<file path="src/rtl/dma_pkg.sv">
// Shared constants for the DMA controller: CPU register indices and FSM state encoding.
package dma_pkg;

  localparam logic [1:0] REG_SRC_L = 2'd0;
  localparam logic [1:0] REG_SRC_U = 2'd1;
  localparam logic [1:0] REG_DST   = 2'd2;
  localparam logic [1:0] REG_AMT   = 2'd3;

  typedef enum logic [1:0] {
    ST_IDLE  = 2'd0,
    ST_FETCH = 2'd1,
    ST_WRITE = 2'd2,
    ST_DONE  = 2'd3
  } dma_state_e;

endpackage

</file>
<file path="src/rtl/dma_controller.sv">
// Single-channel word DMA: copies AMT words from a 32-bit source space into the CPU map.
// Define DMA_FILL_EN to enable fill mode (SRC_U bit 15 set writes SRC_L to every destination).
module dma_controller
  import dma_pkg::*;
#(
  parameter int AMT_W = 16
) (
  input  logic        clk,
  input  logic        rst,
  input  logic        en,
  input  logic [1:0]  mode,
  input  logic        memwrite,
  input  logic [15:0] writedata,
  output logic [15:0] regdata,
  output logic [31:0] src_addr,
  output logic        src_req,
  input  logic        src_ack,
  input  logic [15:0] src_data,
  output logic [15:0] dst_addr,
  output logic [15:0] dst_data,
  output logic        dst_we,
  input  logic        dst_grant,
  output logic        busy,
  output logic        done
);

  dma_state_e       state_q;
  logic [15:0]      srcL_q;
  logic [15:0]      srcU_q;
  logic [15:0]      dst_q;
  logic [15:0]      dstData_q;
  logic [15:0]      regdata_q;
  logic [AMT_W-1:0] amt_q;
  logic             srcReq_q;
  logic             dstWe_q;
  logic             busy_q;
  logic             done_q;

  logic             cpuWrite;
  logic             fillMode;
  logic [31:0]      srcInc_d;
  logic [AMT_W-1:0] amtWrite_d;

  assign cpuWrite   = en && memwrite && (state_q == ST_IDLE);
  assign srcInc_d   = {srcU_q, srcL_q} + 32'd1;
  assign amtWrite_d = writedata[AMT_W-1:0];

`ifdef DMA_FILL_EN
  assign fillMode = srcU_q[15];
`else
  assign fillMode = 1'b0;
`endif

  // Control FSM plus the programmable registers; outputs are registered alongside the state.
  always_ff @(posedge clk) begin
    if (!rst) begin
      state_q   <= ST_IDLE;
      srcL_q    <= '0;
      srcU_q    <= '0;
      dst_q     <= '0;
      dstData_q <= '0;
      amt_q     <= '0;
      srcReq_q  <= 1'b0;
      dstWe_q   <= 1'b0;
      busy_q    <= 1'b0;
      done_q    <= 1'b0;
    end else begin
      done_q <= 1'b0;
      case (state_q)
        ST_IDLE: begin
          if (cpuWrite) begin
            case (mode)
              REG_SRC_L: srcL_q <= writedata;
              REG_SRC_U: srcU_q <= writedata;
              REG_DST:   dst_q  <= writedata;
              REG_AMT: begin
                amt_q  <= amtWrite_d;
                busy_q <= 1'b1;
                if (amtWrite_d == '0) begin
                  state_q <= ST_DONE;
                  done_q  <= 1'b1;
                end else if (fillMode) begin
                  state_q   <= ST_WRITE;
                  dstWe_q   <= 1'b1;
                  dstData_q <= srcL_q;
                end else begin
                  state_q  <= ST_FETCH;
                  srcReq_q <= 1'b1;
                end
              end
              default: ;
            endcase
          end
        end
        ST_FETCH: begin
          if (src_ack) begin
            dstData_q <= src_data;
            srcReq_q  <= 1'b0;
            dstWe_q   <= 1'b1;
            state_q   <= ST_WRITE;
          end
        end
        ST_WRITE: begin
          if (dst_grant) begin
            dst_q <= dst_q + 16'd1;
            amt_q <= amt_q - AMT_W'(1);
            if (!fillMode) begin
              {srcU_q, srcL_q} <= srcInc_d;
            end
            // In fill mode the write strobe stays up, giving one word per cycle.
            if (amt_q == AMT_W'(1)) begin
              dstWe_q <= 1'b0;
              done_q  <= 1'b1;
              state_q <= ST_DONE;
            end else if (!fillMode) begin
              dstWe_q  <= 1'b0;
              srcReq_q <= 1'b1;
              state_q  <= ST_FETCH;
            end
          end
        end
        ST_DONE: begin
          busy_q  <= 1'b0;
          state_q <= ST_IDLE;
        end
        default: state_q <= ST_IDLE;
      endcase
    end
  end

  // CPU readback; the count is zero-extended and the bus reads 0 when not selected.
  always_ff @(posedge clk) begin
    if (!rst) begin
      regdata_q <= '0;
    end else if (en) begin
      case (mode)
        REG_SRC_L: regdata_q <= srcL_q;
        REG_SRC_U: regdata_q <= srcU_q;
        REG_DST:   regdata_q <= dst_q;
        default:   regdata_q <= 16'(amt_q);
      endcase
    end else begin
      regdata_q <= '0;
    end
  end

  assign regdata  = regdata_q;
  assign src_addr = {srcU_q, srcL_q};
  assign src_req  = srcReq_q;
  assign dst_addr = dst_q;
  assign dst_data = dstData_q;
  assign dst_we   = dstWe_q;
  assign busy     = busy_q;
  assign done     = done_q;

endmodule

</file>
<file path="config.mk">
export PLATFORM = sky130hd
export DESIGN_NAME = dma_controller
export DESIGN_NICKNAME = d
export VERILOG_FILES = /design/src/rtl/dma_pkg.sv /design/src/rtl/dma_controller.sv
export SDC_FILE = /design/constraint.sdc
export NUM_CORES = 1
export LEC_CHECK = 0
export BUFFER_PORTS_ARGS = -buffer_cell sky130_fd_sc_hd__buf_2
export CORE_MARGIN = 5
export CORE_UTILIZATION = 35
export DETAILED_ROUTE_END_ITERATION = 12
export GPL_TIMING_DRIVEN = 1
export PLACE_DENSITY_LB_ADDON = 0.12
export SETUP_SLACK_MARGIN = 0.4
export SLEW_MARGIN = 20
export SYNTH_ARGS = -nofsm -noshare
export SYNTH_HDL_FRONTEND = slang
export SYNTH_SLANG_ARGS = --single-unit
</file>
<file path="constraint.sdc">
create_clock -name clk -period 2.7 [get_ports clk]
set_input_delay 0.27 -clock clk [delete_from_list [all_inputs] [get_ports clk]]
set_output_delay 0.27 -clock clk [all_outputs]
set_load 0.05 [all_outputs]
</file>
==> results of run 1 <==
==> per-stage QoR <==
stage | area, um^2 | utilization (%)
after detailed placement | 6620 | 41.8
after global placement | 6620 | 41.8
after floorplan | 5700 | -
after global routing | 6950 | 43.9
after CTS | 6930 | 43.8
final | 6950 | 43.9
==> layer usage <==
metal	vias to the layer above	routed length [um]	share of wire [%]
li1	2897	-	-
met1	2979	9720	43
met2	331	9970	44
met3	59	2000	8.9
met4	2	887	3.9
met5	-	12	0.053
==> registers in the layout, summed over array words and instances, names as in the netlist <==
signal,count
dst_addr,16
amt_q,16
regdata,16
done,1
src_req,1
srcU_q,16
busy,1
srcL_q,16
dst_data,16
dst_we,1
state_q,2
==> worst register-to-register path, cell delays in order (launching register included) <==
cell	delay, ns
dfxtp_4	0.38
nand4_1	0.19
or4_4	0.63
or3_4	0.38
and3_1	0.19
or3_1	0.35
==> how the worst max path moves through the flow <==
stage,end,start
6_report,srcU_q[15],srcL_q[12]
5_1_grt,srcU_q[15],srcL_q[12]
4_1_cts,srcU_q[15],srcL_q[12]
3_5_place_dp,srcU_q[15],srcL_q[12]
3_3_place_gp,srcU_q[15],srcL_q[12]
2_1_floorplan,srcU_q[15],srcL_q[12]
==> power groups by stage <==
| stage | Clock (uW) | Sequential (uW) | Combinational, uW |
|---|---|---|---|
| after floorplan | 0 | 1670 | 200 |
| after global placement | 0 | 1610 | 419 |
| after detailed placement | 0 | 1610 | 420 |
| after CTS | 1390 | 1570 | 422 |
| after global routing | 1440 | 1580 | 458 |
| final | 1360 | 1570 | 427 |
==> cells in the mapped netlist, types with 4 or more instances <==
| cell | instances | area, um^2 |
|---|---|---|
| a31oi_1 | 6 | 37.5 |
| nand3_1 | 34 | 170 |
| ha_1 | 4 | 50.1 |
| o31a_1 | 5 | 43.8 |
| nor2b_1 | 6 | 37.5 |
| a211oi_1 | 6 | 45.0 |
| mux4_2 | 16 | 360 |
| inv_1 | 7 | 26.3 |
| clkbuf_1 | 43 | 161 |
| nand4_1 | 10 | 62.6 |
| a32oi_1 | 4 | 35.0 |
| o211ai_1 | 8 | 60.1 |
| a21oi_1 | 66 | 330 |
| nand2_1 | 102 | 383 |
| and4_1 | 4 | 35.0 |
| buf_1 | 7 | 26.3 |
| a311oi_1 | 4 | 35.0 |
| or4_1 | 5 | 37.5 |
| a221oi_1 | 4 | 35.0 |
| o22ai_1 | 14 | 87.6 |
| and2_1 | 9 | 56.3 |
| a21o_1 | 4 | 30.0 |
| dfxtp_1 | 102 | 2040 |
| nor4_1 | 14 | 87.6 |
| and3_1 | 28 | 175 |
| nor2_1 | 50 | 188 |
| o21ai_0 | 57 | 285 |
| or3_1 | 9 | 56.3 |
| nor3_1 | 28 | 140 |
==> kinds of logic after synthesis <==
logic type / after synthesis / share of synthesized area [%]
AOI/OAI and AO/OA: 214 / 23.9
adders and majority gates: 4 / 0.889
buffers and inverters: 60 / 4.04
DFF: 102 / 36.3
muxes: 18 / 6.75
and+or+nand+nor: 316 / 28.1
==> layout make-up <==
class,count,area [um^2]
Fill cell,1636,8880
Inverter,8,30.0
Timing Repair Buffer,150,843
Multi-Input combinational cell,552,3390
Clock buffer,11,264
Clock inverter,5,38.8
Tap cell,216,270
Sequential cell,102,2100
==> placed cells by master, fill, tap and decap left out, types with 25 or more instances in the layout <==
master / count
and3_1: 28
buf_2: 123
nand3_1: 34
o21ai_0: 57
a21oi_1: 66
dfxtp_1: 82
buf_4: 25
nand2_1: 102
nor2_1: 48
nor3_1: 28
==> flow_summary.toml, run 1 <==
[setup_path]
r2r_slack_ns = 0.47
start_kind = "flip-flop"
path_cells = "nand4_1 -> or4_4 -> or3_4 -> and3_1 -> or3_1"
slowest_stage = "or4_4"
cp.depth = 5
required_ns = 2.95
r2r_cells = 5
cp_max_fo = 9
crit_family = "simple AND/OR/NAND/NOR gates"
timing.rr.end = "srcU_q[15]"
path_buf_inv = 0
cp_slowest_stage_delay_ns = 0.63
cp.arrival_ns = 2.48
r2r_start = "srcL_q[12]"
critical_path.endpoint_type = "flip-flop"
critPathKind = "flip-flop to flip-flop"

[placement]
dp_hpwl_um = 16400
dp.cells = 1028
place_congestion = 0.954
io_buffers = 123
dp_slack_ns = 0.391

[timing]
fin_ws_ns = 0.468
hold_viol_final = 0
setup_tns_ns = 0
finalMaxSlewViolations = 0
maxSlewHeadroom_pct = 43.4
whs_ns = 0.137
min_period_ns = 2.23
clock.fmax_mhz = 448
finClkSkew_ns = 0.00675
worst_pin_slew_ns = 0.841
setup-violations-final = 0
rsz0062_at_grt = "no"
finalCritPeriodShare_pct = 82.7

[logic_synthesis]
synthFlopType = "dfxtp_1"
async_reset_ff_share_pct = 0
synth_edf_count = 0
ys_seq_area_share_pct = 36.3
syn-instance-count = 714
synth_area_mm2 = 0.00563
ys_types = 64
syn_nets = 758
yosys_warnings = 0
synth_area_per_cell_um2 = 7.89
synth_seq_cells = 102

[cells_and_area]
area_growth_syn_to_layout_pct = 23.3
stdcell_count = 1044
nets = 867
diodes = 0
layout-drive-gt1-share_pct = 26.7

[clock_tree]
clock_latency_ns = 0.36
cts_tree = "built"
cts-buffers-inserted = 9
cts-resized-gates = 1
htree_levels = 3
ctsHoldBuffers = 0
clock-sinks = 102
clkTransAtPathRegs_ns = 0.07
post-cts-setup-buffer-count = 0
cts_root_buf = "clkbuf_16"
clockBufferDepth = 2

[power_and_ir_drop]
peakVddDrop_uv = 287
seqPwrFrac_pct = 46.8
p_comb_share_pct = 12.7
p_total_uw = 3360
power.share.clock_pct = 40.5
p_leak_uw = 0.00284
p_sw_uw = 981
p_int_uw = 2380
p_per_area_mw_per_mm2 = 484
sw_frac_of_total_pct = 29.2

[global_routing]
grt_use_met3_pct = 4.08
track_usage_pct = 23.6
grt_busiest_layer = "met2"
grtUsageMet1_pct = 32.9
grt_pass1_vias = 5767
grt_max_degree = 60
grt_pass1_wl_um = 33800
grt-ovfl-total = 0
antenna_found_initial = 1
grtUsageMet2_pct = 35.5

[job]
maxCapViolCount = 0

[floorplanning]
die_y_um = 137
die-area_mm2 = 0.0187
rows = 46
die_x_um = 137
start_util_pct = 35.6
core_mm2 = 0.0158
boundaryPins = 124

[detailed_routing]
routedWlPerCell_um = 21.6
drt_iter0_drc = 724
vias = 6268
via_per_inst = 6.00
drcViolationCount = 0
firstDrtPassIters = 6
routed_wl_um = 22600
drt.antenna.violating_nets = 0

[min_path]
worstHoldStart = "src_data[6]"
hp-class = "primary input to flip-flop"
min_to = "dst_data[6]"
hold_path_depth = 3

[status]
status = "complete, no violations"
(Power assumes the default switching activity.)
==> run 2: changes to the inputs <==
--- a/config.mk
+++ b/config.mk
@@ -5,6 +5,7 @@
 export SDC_FILE = /design/constraint.sdc
 export NUM_CORES = 1
 export LEC_CHECK = 0
+export ABC_AREA = 1
 export BUFFER_PORTS_ARGS = -buffer_cell sky130_fd_sc_hd__buf_2
 export CORE_MARGIN = 5
 export CORE_UTILIZATION = 35
==> constraint.sdc (replaced) <==
create_clock -name clk -period 2 [get_ports clk]
set_input_delay 0.2 -clock clk [delete_from_list [all_inputs] [get_ports clk]]
set_output_delay 0.2 -clock clk [all_outputs]
set_load 0.05 [all_outputs]
==> flow_summary.toml, run 2 <==
[timing]
setup_tns_ns = 0
rsz0062_at_grt = "yes"
finalCritPeriodShare_pct = 77.9
min_period_ns = 1.56
hold_viol_final = 0
clock.fmax_mhz = 642
worst_pin_slew_ns = 0.589
whs_ns = 0.0869
setup-violations-final = 0
maxSlewHeadroom_pct = 60.6
finalMaxSlewViolations = 0
finClkSkew_ns = 0.0128

[floorplanning]
die_x_um = 144
die_y_um = 144
core_mm2 = 0.0178
die-area_mm2 = 0.0208
rows = 49
boundaryPins = 124
start_util_pct = 35.4

[cells_and_area]
nets = 1218
final_common_cell = "nand2_1"
final_cell_mix = "nand2_1, nor2_1, buf_2"
diodes = 0
filler_cell_count = 1962
layout-drive-gt1-share_pct = 21.5
area_growth_syn_to_layout_pct = 23.3

[clock_tree]
clkTransAtPathRegs_ns = 0.08
htree_levels = 3
cts_tree = "built"
clock_latency_ns = 0.37
clockBufferDepth = 2
cts_root_buf = "clkbuf_16"
clock-sinks = 102
cts-buffers-inserted = 9

[detailed_routing]
drt_iter0_drc = 614
via_per_inst = 5.15
vias = 7246
routed_wl_um = 24700
drcViolationCount = 0
routedWlPerCell_um = 17.5
firstDrtPassIters = 5
drt.antenna.violating_nets = 0

[logic_synthesis]
syn_nets = 1087
yosysTopAreaCell = "dfxtp_1"
yosys_warnings = 0
synth.most_common_cell = "nand2_1"
ys_types = 37
synth_area_per_cell_um2 = 6.06
synth_edf_count = 0
synth_seq_cells = 102
synth_common_cells = "nand2_1, nor2_1, inv_1"
yosysTopAreaCellShare_pct = 32.3
synth.area.top_cells = "dfxtp_1, nand2_1, nor2_1"
synth_area_mm2 = 0.00632
async_reset_ff_share_pct = 0
syn-instance-count = 1043
ys_seq_area_share_pct = 32.3
synthFlopType = "dfxtp_1"

[global_routing]
grt_pass1_vias = 6622
grt_max_degree = 48
track_usage_pct = 23.4
grt-ovfl-total = 0
antenna_found_initial = 1
grt_pass1_wl_um = 37400

[setup_path]
required_ns = 2.27
start_kind = "flip-flop"
critical_path.endpoint_type = "flip-flop"
cp.arrival_ns = 1.82
r2r_slack_ns = 0.44
cp_max_fo = 6
critPathKind = "flip-flop to flip-flop"

[job]
maxCapViolCount = 0

[power_and_ir_drop]
p_total_uw = 7460
p_per_area_mw_per_mm2 = 958
peakVddDrop_uv = 445
p_leak_uw = 0.00359

[placement]
io_buffers = 123
dp_hpwl_um = 18500
place_congestion = 0.919

[status]
status = "complete, no violations"

[min_path]
hp-class = "primary input to flip-flop"
[run 2: worst paths after layout]
kind                from          end  depth (start not counted)
max            srcL_q[7]    srcU_q[7]                          9
min          src_data[8]  dst_data[8]                          3
max reg2reg    srcL_q[7]    srcU_q[7]                          9
min reg2reg  dst_data[8]  dst_data[8]                          2
[run 2: cell families (layout without fill, tap and decap cells)]
family / count (synthesis) / count (layout) / share of synthesized area, %
buf+inv: 166 / 300 / 11.1
compound gates: 191 / 191 / 16.2
simple gates: 574 / 576 / 38.7
flops: 102 / 102 / 32.3
xor+xnor: 6 / 6 / 0.832
fa+ha+maj: 4 / 4 / 0.792
[run 2: what timing repair did]
item                       CTS  global route
pin swaps                    1             6
setup endpoints to repair   58            55
hold buffers                 0             0
setup buffers                0             5
gates cloned                 0             2
resized for setup            9            46
[run 2: metal layers]
metal / vias up / wire (um) / track usage [%]
li1: 3621 / - / -
met1: 3310 / 11400 / 34.0
met2: 275 / 10800 / 35.3
met3: 38 / 1890 / 3.44
met4: 2 / 587 / 8.25
met5: - / 13 / 0
[run 2: layout make-up]
cell class / count / area, um^2 / area share, %
clock buffers: 9 / 225 / 2.89
clock inverters: 7 / 85.1 / 1.09
inverters: 128 / 488 / 6.26
multi-input cells: 777 / 3730 / 47.9
flip-flops and latches: 102 / 2090 / 26.8
well taps: 229 / 287 / 3.68
repair buffers: 156 / 888 / 11.4
[run 2: worst max-delay path, stage by stage, from the launching register on]
cell and delay (ns):
dfxtp_2 0.41, nand2_1 0.17, nor2_2 0.19, nand2_1 0.13, nor2_4 0.18, nand2_1 0.09
nand2_1 0.11, nand3b_1 0.08, nand2_1 0.06, nor2_1 0.04
[run 2: metrics by stage]
stage | setup WS (ns) | cells | utilization, % | instance area [um^2]
finish | 0.442 | 1408 | 43.7 | 7790
global route | 0.353 | 1408 | 43.7 | 7790
CTS | 0.405 | 1401 | 42.6 | 7610
detailed placement | 0.251 | 1385 | 40.7 | 7270
global placement | 0.258 | 1385 | 40.7 | 7270
floorplan | 0.403 | 1043 | - | 6340
[run 2: where the power goes]
part           leakage [uW]  switching, uW  internal (uW)  total, uW
clock              0.000155            929           1010       1930
combinational       0.00259           2110            793       2900
sequential         0.000843            334           2290       2630
==> run 3: changes to the inputs <==
==> constraint.sdc (replaced) <==
create_clock -name clk -period 1.4 [get_ports clk]
set_input_delay 0.14 -clock clk [delete_from_list [all_inputs] [get_ports clk]]
set_output_delay 0.14 -clock clk [all_outputs]
set_load 0.05 [all_outputs]
==> flow_summary.toml, run 3 (synthesized netlist as in run 2, its figures left out) <==
[status]
status = "finished with violations"
violations = "setup timing"

[detailed_routing]
wl_met1_um = 12300
vias = 8019
via_per_inst = 5.20
routedWlPerCell_um = 17.9
firstDrtPassIters = 5
drt_iter0_drc = 519
met3_length_um = 2030
drcViolationCount = 0
drt.antenna.violating_nets = 0
topRoutingLayerUsed = "met4"
routed_wl_um = 27500
wl_met2_um = 12300

[timing]
rsz0062_at_grt = "yes"
maxSlewHeadroom_pct = 61.5
hold_viol_final = 0
finalCritPeriodShare_pct = 104
fin_ws_ns = -0.0495
setup-violations-final = 42
clock.fmax_mhz = 690
worst_pin_slew_ns = 0.577
finalMaxSlewViolations = 0
finClkSkew_ns = 0.0108
min_period_ns = 1.45

[power_and_ir_drop]
power.share.clock_pct = 19.8
p_leak_uw = 0.00476
seqPwrFrac_pct = 29.3
p_sw_uw = 5720
p_per_area_mw_per_mm2 = 1170
p_int_uw = 7430
p_comb_share_pct = 51.0
peakVddDrop_uv = 753
sw_frac_of_total_pct = 43.5

[clock_tree]
cts_root_buf = "clkbuf_16"
clock_latency_ns = 0.36
cts-buffers-inserted = 9
clock-sinks = 102
ctsHoldBuffers = 0
clockBufferDepth = 2
cts_tree = "built"
clkTransAtPathRegs_ns = 0.08
htree_levels = 3

[global_routing]
grt_pass1_wl_um = 38800
track_usage_pct = 24.1
grt_max_degree = 62
grt-ovfl-total = 0
antenna_found_initial = 0
grt_pass1_vias = 7052

[floorplanning]
core_mm2 = 0.0178
rows = 49
die_y_um = 144
die_x_um = 144
start_util_pct = 35.4
boundaryPins = 124
die-area_mm2 = 0.0208

[min_path]
worstHoldStart = "src_data[8]"
hp-class = "primary input to flip-flop"

[setup_path]
critical_path.endpoint_type = "flip-flop"
cp-startpoint = "state_q[1]"
cp_max_fo = 5
start_kind = "flip-flop"
cp.arrival_ns = 1.71
r2r_start = "state_q[1]"
required_ns = 1.66
critPathKind = "flip-flop to flip-flop"

[cells_and_area]
nets = 1351
design_area_mm2 = 0.0112
diodes = 0
filler_cell_count = 1562
final_util_pct = 63.0
final_common_cell = "nand2_1"
area_growth_syn_to_layout_pct = 77.9
final_cell_mix = "nand2_1, nor2_1, buf_4"
layout-drive-gt1-share_pct = 50.0

[placement]
placed_area_mm2 = 0.00819
dp_slack_ns = -0.159
io_buffers = 123
place_congestion = 0.945
dp_hpwl_um = 19300

[job]
maxCapViolCount = 0
run 3: cell types whose count changed in the layout (fill, tap and decap cells not counted), moves of 32 or more:
cell,before,now
a21oi_1,79,42
a21oi_2,2,38
buf_2,123,39
buf_4,31,99
buf_6,0,59
buf_8,0,71
dfxtp_1,76,14
dfxtp_4,6,44
nand2_1,272,228
nand2_2,4,38
nor2_1,147,110
o21ai_0,73,26
o21ai_1,16,48
run 3: cell type report:
type | count | area, um^2 | area share [%]
clock buffer | 9 | 225 | 2.00
clock inverter | 7 | 73.8 | 0.656
inverter | 128 | 558 | 4.96
multi-input combinational | 776 | 4690 | 41.7
sequential | 102 | 2260 | 20.1
tap | 229 | 287 | 2.55
timing repair buffer | 290 | 3150 | 28.0
run 3: through the flow:
step | instances | hold slack (ns) | setup TNS [ns] | power, uW
floorplan | 1043 | 0.305 | 0 | 6650
global placement | 1469 | 0.413 | -3.34 | 8380
detailed placement | 1469 | 0.415 | -5.59 | 8390
CTS | 1500 | 0.0212 | -0.350 | 11800
global route | 1541 | 0.00767 | -5.13 | 13800
finish | 1541 | 0.0155 | -1.09 | 13200
run 3: path summary, 6_finish.rpt:
| kind | to | slack, ns | cells after the start |
|---|---|---|---|
| max | dst_addr[1] | -0.05 | 9 |
| min | dst_data[8] | 0.02 | 3 |
| max reg2reg | dst_addr[1] | -0.05 | 9 |
| min reg2reg | busy | 0.49 | 2 |
run 3: power groups by stage:
stage | sequential [uW] | clock (uW) | combinational [uW]
final | 3850 | 2600 | 6710
after global routing | 3900 | 2780 | 7090
after CTS | 3770 | 2680 | 5360
after detailed placement | 3770 | 0 | 4620
after global placement | 3770 | 0 | 4610
after floorplan | 4580 | 0 | 2070
run 3: critical path, cell delays in order, from the launching register on:
cell,delay [ns]
dfxtp_4,0.38
inv_6,0.07
nor2_8,0.04
nand2_4,0.08
nand2_8,0.08
nor2_4,0.16
o21ai_4,0.14
clkbuf_16,0.19
o21ai_1,0.14
nor2_1,0.06
run 3: per-layer routing:
metal / GRT usage, % / up-vias
met1: 35.2 / 3736
met4: 7.56 / 0
met3: 3.54 / 59
met2: 36.6 / 312
li1: - / 3912
met5: 0 / -
run 3: what timing repair did:
item	4_1_cts	5_1_grt
endpoints found under the setup margin	184	185
buffers inserted	15	29
cloned	0	12
pin swaps	33	69
resized for setup	251	467
